$ cat src/rtl/pipe_stage_reg.sv
// Handshaked pipeline stage register with optional skid entry, bubble/flush
// control zeroing and saturating stall/bubble performance counters.
module pipe_stage_reg #(
    parameter int CTRL_W = 11,
    parameter int DATA_W = 93,
    parameter int SKID   = 0,
    parameter int CNT_W  = 16
) (
    input  logic              clk_i,
    input  logic              rst_n,
    input  logic              in_valid_i,
    output logic              in_ready_o,
    input  logic [CTRL_W-1:0] in_ctrl_i,
    input  logic [DATA_W-1:0] in_data_i,
    input  logic              bubble_i,
    input  logic              flush_i,
    output logic              out_valid_o,
    input  logic              out_ready_i,
    output logic [CTRL_W-1:0] out_ctrl_o,
    output logic [DATA_W-1:0] out_data_o,
    input  logic              cnt_clr_i,
    output logic [CNT_W-1:0]  stall_cnt_o,
    output logic [CNT_W-1:0]  bubble_cnt_o
);

    logic              m_valid_reg, m_valid_next;
    logic [CTRL_W-1:0] m_ctrl_reg,  m_ctrl_next;
    logic [DATA_W-1:0] m_data_reg,  m_data_next;
    logic              s_valid_reg, s_valid_next;
    logic [CTRL_W-1:0] s_ctrl_reg,  s_ctrl_next;
    logic [DATA_W-1:0] s_data_reg,  s_data_next;
    logic [CNT_W-1:0]  stall_cnt_reg, stall_cnt_next;
    logic [CNT_W-1:0]  bubble_cnt_reg, bubble_cnt_next;

    logic              accept;
    logic              drain;
    logic [CTRL_W-1:0] in_ctrl_eff;

    // With a skid entry the ready path is purely registered, breaking the
    // combinational out_ready -> in_ready chain across stages.
    generate
        if (SKID != 0) begin : g_ready_skid
            assign in_ready_o = ~s_valid_reg;
        end else begin : g_ready_single
            assign in_ready_o = ~m_valid_reg | out_ready_i;
        end
    endgenerate

    assign accept      = in_valid_i & in_ready_o;
    assign drain       = m_valid_reg & out_ready_i;
    assign in_ctrl_eff = bubble_i ? '0 : in_ctrl_i;

    always_comb begin
        m_valid_next = m_valid_reg;
        m_ctrl_next  = m_ctrl_reg;
        m_data_next  = m_data_reg;
        s_valid_next = s_valid_reg;
        s_ctrl_next  = s_ctrl_reg;
        s_data_next  = s_data_reg;

        if (flush_i) begin
            m_valid_next = 1'b0;
            m_ctrl_next  = '0;
            s_valid_next = 1'b0;
            s_ctrl_next  = '0;
        end else if (SKID == 0) begin
            if (accept) begin
                m_valid_next = 1'b1;
                m_ctrl_next  = in_ctrl_eff;
                m_data_next  = in_data_i;
            end else if (drain) begin
                m_valid_next = 1'b0;
                m_ctrl_next  = '0;
            end
        end else begin
            if (~m_valid_reg | drain) begin
                // Main slot frees up: the older skid beat goes first to keep FIFO order.
                if (s_valid_reg) begin
                    m_valid_next = 1'b1;
                    m_ctrl_next  = s_ctrl_reg;
                    m_data_next  = s_data_reg;
                    if (accept) begin
                        s_ctrl_next = in_ctrl_eff;
                        s_data_next = in_data_i;
                    end else begin
                        s_valid_next = 1'b0;
                        s_ctrl_next  = '0;
                    end
                end else if (accept) begin
                    m_valid_next = 1'b1;
                    m_ctrl_next  = in_ctrl_eff;
                    m_data_next  = in_data_i;
                end else begin
                    m_valid_next = 1'b0;
                    m_ctrl_next  = '0;
                end
            end else if (accept) begin
                s_valid_next = 1'b1;
                s_ctrl_next  = in_ctrl_eff;
                s_data_next  = in_data_i;
            end
        end
    end

    always_comb begin
        stall_cnt_next  = stall_cnt_reg;
        bubble_cnt_next = bubble_cnt_reg;
        if (cnt_clr_i) begin
            stall_cnt_next  = '0;
            bubble_cnt_next = '0;
        end else begin
            if (m_valid_reg && !out_ready_i && !flush_i && (stall_cnt_reg != '1))
                stall_cnt_next = stall_cnt_reg + CNT_W'(1);
            if (accept && bubble_i && (bubble_cnt_reg != '1))
                bubble_cnt_next = bubble_cnt_reg + CNT_W'(1);
        end
    end

    always_ff @(posedge clk_i or negedge rst_n) begin
        if (!rst_n) begin
            m_valid_reg    <= 1'b0;
            m_ctrl_reg     <= '0;
            m_data_reg     <= '0;
            s_valid_reg    <= 1'b0;
            s_ctrl_reg     <= '0;
            s_data_reg     <= '0;
            stall_cnt_reg  <= '0;
            bubble_cnt_reg <= '0;
        end else begin
            m_valid_reg    <= m_valid_next;
            m_ctrl_reg     <= m_ctrl_next;
            m_data_reg     <= m_data_next;
            s_valid_reg    <= s_valid_next;
            s_ctrl_reg     <= s_ctrl_next;
            s_data_reg     <= s_data_next;
            stall_cnt_reg  <= stall_cnt_next;
            bubble_cnt_reg <= bubble_cnt_next;
        end
    end

    assign out_valid_o  = m_valid_reg;
    assign out_ctrl_o   = m_ctrl_reg;
    assign out_data_o   = m_data_reg;
    assign stall_cnt_o  = stall_cnt_reg;
    assign bubble_cnt_o = bubble_cnt_reg;

endmodule

$ cat config.mk
export PLATFORM = sky130hd
export DESIGN_NAME = pipe_stage_reg
export DESIGN_NICKNAME = d
export VERILOG_FILES = /design/src/rtl/pipe_stage_reg.sv
export SDC_FILE = /design/constraint.sdc
export NUM_CORES = 1
export LEC_CHECK = 0
export ABC_CLOCK_PERIOD_IN_PS = 2000
export BUFFER_PORTS_ARGS = -buffer_cell sky130_fd_sc_hd__buf_4
export CAP_MARGIN = 0
export CORE_MARGIN = 10
export CORE_UTILIZATION = 47
export DETAILED_ROUTE_END_ITERATION = 16
export PLACE_DENSITY = 0.86
export SLEW_MARGIN = 20
export SYNTH_ARGS = -nofsm -noshare
export SYNTH_HDL_FRONTEND = slang
export SYNTH_SLANG_ARGS = --single-unit
$ cat constraint.sdc
create_clock -name clk_i -period 2 [get_ports clk_i]
set_input_delay 0.2 -clock clk_i [delete_from_list [all_inputs] [get_ports clk_i]]
set_output_delay 0.2 -clock clk_i [all_outputs]
set_load 0.01 [all_outputs]
==> results of run 1 <==
[where the power goes]
part | leakage [nW] | total [mW] | switching (mW) | internal (mW)
registers | 1.70 | 3.30 | 0.194 | 3.11
logic | 2.04 | 1.50 | 0.629 | 0.868
clock network | 0.321 | 3.51 | 1.17 | 2.34
total | 4.06 | 8.32 | 2.00 | 6.32
[sequential cells by signal (all words and copies together) (netlist names)]
register	cells
out_ctrl_o	11
out_data_o	93
stall_cnt_o	16
bubble_cnt_o	16
out_valid_o	1
[per-stage QoR]
stage	util	hold slack [ns]
after floorplan	-	-0.0956
after global placement	0.670	0.116
after detailed placement	0.670	0.115
after CTS	0.745	0.0000599
after global routing	0.747	0.00222
final	0.747	0.0124
[layout make-up]
type	count	share of cell area
clock buffers	21	0.0556
clock inverters	11	0.0221
inverters	7	0.00304
multi-input cells	253	0.243
flip-flops and latches	137	0.397
well taps	143	0.0207
repair buffers	284	0.259
[synth_stat cells (all sizes together) (3+ instances only)]
library cell	number	area share
dfrtp	137	0.61
mux2	93	0.19
nor2	31	0.022
xnor2	16	0.025
buf	13	0.013
nand2	13	0.0087
nand4	12	0.014
a22o	11	0.017
nand3	10	0.0089
nor3	10	0.012
a21oi	8	0.0071
and3	8	0.0091
xor2	8	0.012
clkbuf	7	0.0047
inv	7	0.0047
nor4	5	0.0056
o21ai	3	0.0027
[worst reg2reg max path: cells and delay by family, from the launching register on]
kind,cells,cell delay [ns]
AND/OR/NAND/NOR,5,1.38
flip-flops,1,0.40
[what timing repair did]
action,CTS,global route
setup endpoints to repair,0,8
resized for setup,0,3
hold buffers,20,1
endpoints found under the hold margin,53,1
buffers inserted,0,0
[worst paths after layout]
path,start,cells past startpoint,slack [ns],to
max,out_valid_o,5,0.09,bubble_cnt_o[15]
min,in_data_i[84],2,0.01,out_data_o[84]
max reg2reg,out_valid_o,5,0.09,bubble_cnt_o[15]
min reg2reg,out_ctrl_o[7],1,0.50,out_ctrl_o[7]
max in group asynchronous,rst_n,3,1.15,out_data_o[8]
min in group asynchronous,rst_n,2,0.24,out_data_o[29]
[cell families after synthesis]
kind of cell	Yosys count
AOI/OAI and AO/OA	30
and+or+nand+nor	103
DFF	137
xor gates and xnor gates	24
buffers and inverters	27
adders and majority gates	2
muxes	94
[routing by layer]
metal | share of wire | up-vias | GRT usage
li1 | - | 2058 | -
met1 | 0.36 | 2150 | 0.218
met2 | 0.51 | 208 | 0.358
met3 | 0.10 | 33 | 0.0901
met4 | 0.026 | 0 | 0.0923
met5 | 0 | - | 0
==> results.md, run 1 <==
* CTS buffer count at 17
* Final #Nets at approximately 800
* Vias at ~4400
* Maximum buffer depth of the clock tree at 2
* DIE WIDTH at around 130 um
* Area of the multi-input gates at 2100 um2
* Tot Pwr at 8.32 mW
* Largest family of logic cells by synthesized area: multiplexers
* Async set-reset flop share out of synthesis at 1.00
* Setup tns final at 0 ns
* Htree depth at 4
* Total GRT Usage at 0.209
* CP arrival at 2.19 ns
* Compound-Gate Fraction of Synth Area at 0.0389
* Slowest CP cell: or4_1
* Proportion of synthesized area in mux cells at 0.188
* Post-DP HPWL at 13200 um
* Critical-path cell list: nor2b_1 -> or4_1 -> nor4_2 -> and3_1 -> nor3_1
* Overflow after GRT at 0
* Maxcap violations at 0
* Clock skew at roughly 0.0074 ns
* Post-Synth Adder-Cell Area at 0.00445
* Final non-filler cell total at around 860
* Minimum clock period after layout at between 1.5 and 2 ns
* DIE AREA at roughly 17000 um2
* Slowest stage delay, CP at approximately 0.70 ns
* Placed Area at 7740 um2
* Die height at roughly 130 um
* Worst EP required at ~2.3 ns
* Routed length per instance at roughly 21 um
* Number of buffers and inverters on the critical path at 0
* Core box area at ~12000 um2
* Via/cell ratio at about 5.2
* Slew @ Worst Pin at approximately 0.37 ns
* Std cell rows at 39
* Syn Inst Count at 417
* Iter 0 DRT Violations at roughly 250
* Max-slew violations at 0
* Synth Area per Inst at about 13 um2
* Simple-Gate Fraction of Synth Area at 0.0999
* Hold WC Path Type: in -> reg
* P&R area growth vs syn at 53.6%
* Mapped Area at 5630 um2
* Post-synth EDFFs at 0
* Post-Synth XOR/XNOR Area at 0.0374
* Initial antenna violation count at 0
* Post-Route WL at 18000 um
* Highest clock rate at 523 MHz
* Post-synth net total at 530
* Io pins at ~250
* Unrepaired setup endpoints after global routing: no
* Commonest non-fill, non-tap cell in the layout: buf_4
* Final WS setup at ~0.09 ns
* Leakage at 4.06 nW
* Register bit total from synthesis at roughly 140
* Headroom to the max-slew limit at 0.750
* Root Driver: clkbuf_16
* Kind of critical path: reg -> reg
* Seq/Total Area, Yosys at 0.609
* Top_reg_cell synth: dfrtp_1
* N_diodes at 0
* Number of global-route vias before repair at 4796
* Outcome: finished, final reports clean
* Placed Cells at 803
* Drt drc at 0
* Final-report setup violation count at 0
* Initial Util at 0.486
* Endpoints failing hold at 0
* CTS tree: built
* Post-Place Setup Slack at 0.0453 ns
* First-pass GRT wire length at 26900 um
* Gpl congestion at around 0.90
* Layout cell share with drive strength beyond 1 at 0.567
* Power per cell area at 962 nW/um2
* Startpoint types: flop
* VDD IR max at slightly above 0.7 mV
* Crit end category: flop
* Yosys cell types at 42
* Final instance area at 8640 um2
* Largest net degree at the start of global routing at 48
* Worst-Skew Late Latency at between 0.4 and 0.5 ns
* Fillers at approximately 750
* Clock Pin Slew Worst Setup and Hold Paths at ~0.060 ns
* Synth warn at 0
* Reg area at 3430 um2
* Most frequent cells in the layout: buf_4 (259), dfrtp_1 (137), mux2_2 (93)
* Crit path max-delay family: simple AND/OR/NAND/NOR gates
* Worst-path maximum fanout at 7
* IO Port Bufs at 248
* Final period utilization at 0.956
* Antenna Violating Nets Remaining at 0
* CTS Sinks at approximately 140
* Drt pass-1 iters at 4
No activity file was read; power rests on OpenSTA's default activity.
==> run 2: changes to the inputs <==
- ABC_CLOCK_PERIOD_IN_PS: 2000 -> 1900
- CTS_BUF_LIST: unset -> sky130_fd_sc_hd__clkbuf_4 sky130_fd_sc_hd__clkbuf_8 sky130_fd_sc_hd__clkbuf_16
- HOLD_SLACK_MARGIN: unset -> 0.03
- clock period: 2 -> 1.9 ns (I/O delays scaled with it)
==> run 2 against run 1 <==
Maximum frequency grew 2.3%. Highest routed layer unchanged. Sequential cell count is the same. Global-route usage increased by 4.9 points. Critical path depth stayed put. Critical path type unchanged. Clock-buffer cell count unchanged. Clock skew grew 0.0052 ns. Routed wire length increased by 23%. Final area is 9.6% higher.
==> results.md, run 2 (same netlist as run 1, synthesis figures left out) <==
* Largest net degree at the start of global routing at 80 (+67%)
* Crit end category: flop
* Drt drc at 0 (unchanged)
* Kind of critical path: reg -> reg
* Initial antenna violation count at 5 (+5)
* Worst EP required at 2.18 ns (-0.10 ns)
* Hold path cells at 2 (unchanged)
* Routed length per instance at 23.5 um (+12%)
* Power per cell area at 943 nW/um2 (-1.9%)
* Reg2reg start: out_valid_o
* Logic pwr share at 0.201 (+0.021)
* Final non-filler cell total at 945 (+10%)
* DIE AREA at 16700 um2 (unchanged)
* Layout cell share with drive strength beyond 1 at 0.509 (-0.0572)
* Overflow after GRT at 0 (unchanged)
* Minimum clock period after layout at 1.87 ns (-0.0430 ns)
* Placed Cells at 803 (unchanged)
* Int Pwr at 6.62 mW (+4.7%)
* Slew @ Worst Pin at 0.405 ns (+0.0338 ns)
* Worst-Skew Late Latency at 0.42 ns (about the same)
* Io pins at 249 (unchanged)
* Maximum buffer depth of the clock tree at 2 (unchanged)
* Number of global-route vias before repair at 5585 (+16%)
* Std cell rows at 39 (unchanged)
* Clock skew at 0.0126 ns (+0.00519 ns)
* Final #Nets at 897 (+10%)
* Leakage at 4.41 nW (+8.5%)
* Via/cell ratio at 5.37 (+3.3%)
* DIE WIDTH at 129 um (unchanged)
* First-pass GRT wire length at 32700 um (+22%)
* Final-report setup violation count at 0 (unchanged)
* CTS tree: built
* Initial Util at 0.486 (unchanged)
* VDD IR max at 0.812 mV (+12%)
* Post-CTS setup buffer count at 0 (unchanged)
* Max FFs per register at 93 (unchanged)
* Most frequent cells in the layout: buf_4 (259), dfrtp_1 (136), dlygate4sd3_1 (105)
* IO Port Bufs at 248 (unchanged)
* CP arrival at 2.15 ns (-0.04 ns)
* Htree depth at 4 (unchanged)
* Psw at 2.32 mW (+16%)
* Clock Pin Slew Worst Setup and Hold Paths at 0.06 ns (about the same)
* Post-Route WL at 22200 um (+23%)
* Iter 0 DRT Violations at 287 (+16%)
* Flop-to-flop setup slack at 0.03 ns (-0.06 ns)
* Commonest non-fill, non-tap cell in the layout: buf_4
* Worst reg-to-reg path cell count at 5 (unchanged)
* P&R area growth vs syn at 68.4%
* Drt pass-1 iters at 4 (unchanged)
* Highest clock rate at 535 MHz (+2.3%)
* CTS Sinks at 137 (unchanged)
* Outcome: finished, final reports clean
* Post-DP HPWL at 12800 um (-2.7%)
* Sw Ratio at 0.259 (+0.0193)
* WHS Endpoint: out_data_o[16]
* Antenna Violating Nets Remaining at 0 (unchanged)
* Maxcap violations at 0 (unchanged)
* Root Driver: clkbuf_16
* CTS buffer count at 17 (unchanged)
* Startpoint types: flop
* Max-slew violations at 0 (unchanged)
* Critical hold path startpoint: in_data_i[16]
* RR Endpoint: bubble_cnt_o[15]
* Total GRT Usage at 0.257 (+0.0488)
* Vias at 5072 (+14%)
* Headroom to the max-slew limit at 0.730 (-0.0202)
* Core box area at 11600 um2 (unchanged)
* Register share of total power at 0.395 (-0.002)
* Endpoints failing hold at 0 (unchanged)
* Hold WC Path Type: in -> reg
* Gpl congestion at 0.870 (-2.9%)
* Hold_ws at 0.0490 ns (+0.0366 ns)
* Final period utilization at 0.984 (+0.0277)
* Final core occ at 0.819 (+0.0716)
* Clock power share at 0.404 (-0.019)
* Worst-path maximum fanout at 7 (unchanged)
* Die height at 129 um (unchanged)
## run 2: layout make-up
cell class	instances	area, um2
repair buffers	368	3080
diodes	5	12.5
inverters	7	26.3
well taps	143	179
multi-input cells	253	2110
clock inverters	11	168
flip-flops and latches	137	3430
fillers	586	2090
clock buffers	21	474
## run 2: worst max-delay path, stage by stage (launching register included)
cell	delay, ns
dfrtp_1	0.39
nor2b_1	0.16
or4_4	0.61
nor4_1	0.31
and3_1	0.22
nor3_1	0.05
## run 2: routing by layer
layer,up-vias,track usage,part of all wire
met3,49,0.0844,0.084
li1,2228,-,-
met4,0,0.134,0.034
met5,-,0,0
met1,2528,0.260,0.35
met2,267,0.464,0.54
## run 2: how the worst max path moves through the flow
stage / startpoint / to / slack (ns) / depth (start not counted)
6_report: out_valid_o / bubble_cnt_o[15] / 0.03 / 5
5_1_grt: out_valid_o / bubble_cnt_o[15] / -0.07 / 5
4_1_cts: bubble_cnt_o[0] / bubble_cnt_o[4] / 0.03 / 7
3_5_place_dp: out_valid_o / bubble_cnt_o[15] / -0.04 / 5
3_3_place_gp: out_valid_o / bubble_cnt_o[15] / 0.02 / 5
2_1_floorplan: out_valid_o / out_data_o[0] / 0.08 / 7
## run 2: metrics by stage
stage	power [mW]	cell area (um2)	setup WS (ns)	setup TNS [ns]
2_1_floorplan	4.07	5630	0.0781	0
3_3_place_gp	5.00	7740	0.0193	0
3_5_place_dp	5.06	7740	-0.0356	-0.0356
4_1_cts	8.80	9440	0.0279	0
5_1_grt	9.22	9470	-0.0690	-0.0690
6_report	8.94	9470	0.0312	0
## run 2: power groups by stage
stage / sequential, mW / combinational (mW) / clock [mW]
floorplan: 3.67 / 0.406 / 0
global placement: 3.49 / 1.51 / 0
detailed placement: 3.52 / 1.55 / 0
CTS: 3.48 / 1.74 / 3.59
global route: 3.56 / 1.90 / 3.76
finish: 3.53 / 1.80 / 3.61
## run 2: what timing repair did
item                                   in CTS  in global routing
setup endpoints to repair                   1                 16
hold buffers                              105                  0
resized for setup                           1                  4
pin swaps                                   0                  0
endpoints found under the hold margin     241                  0
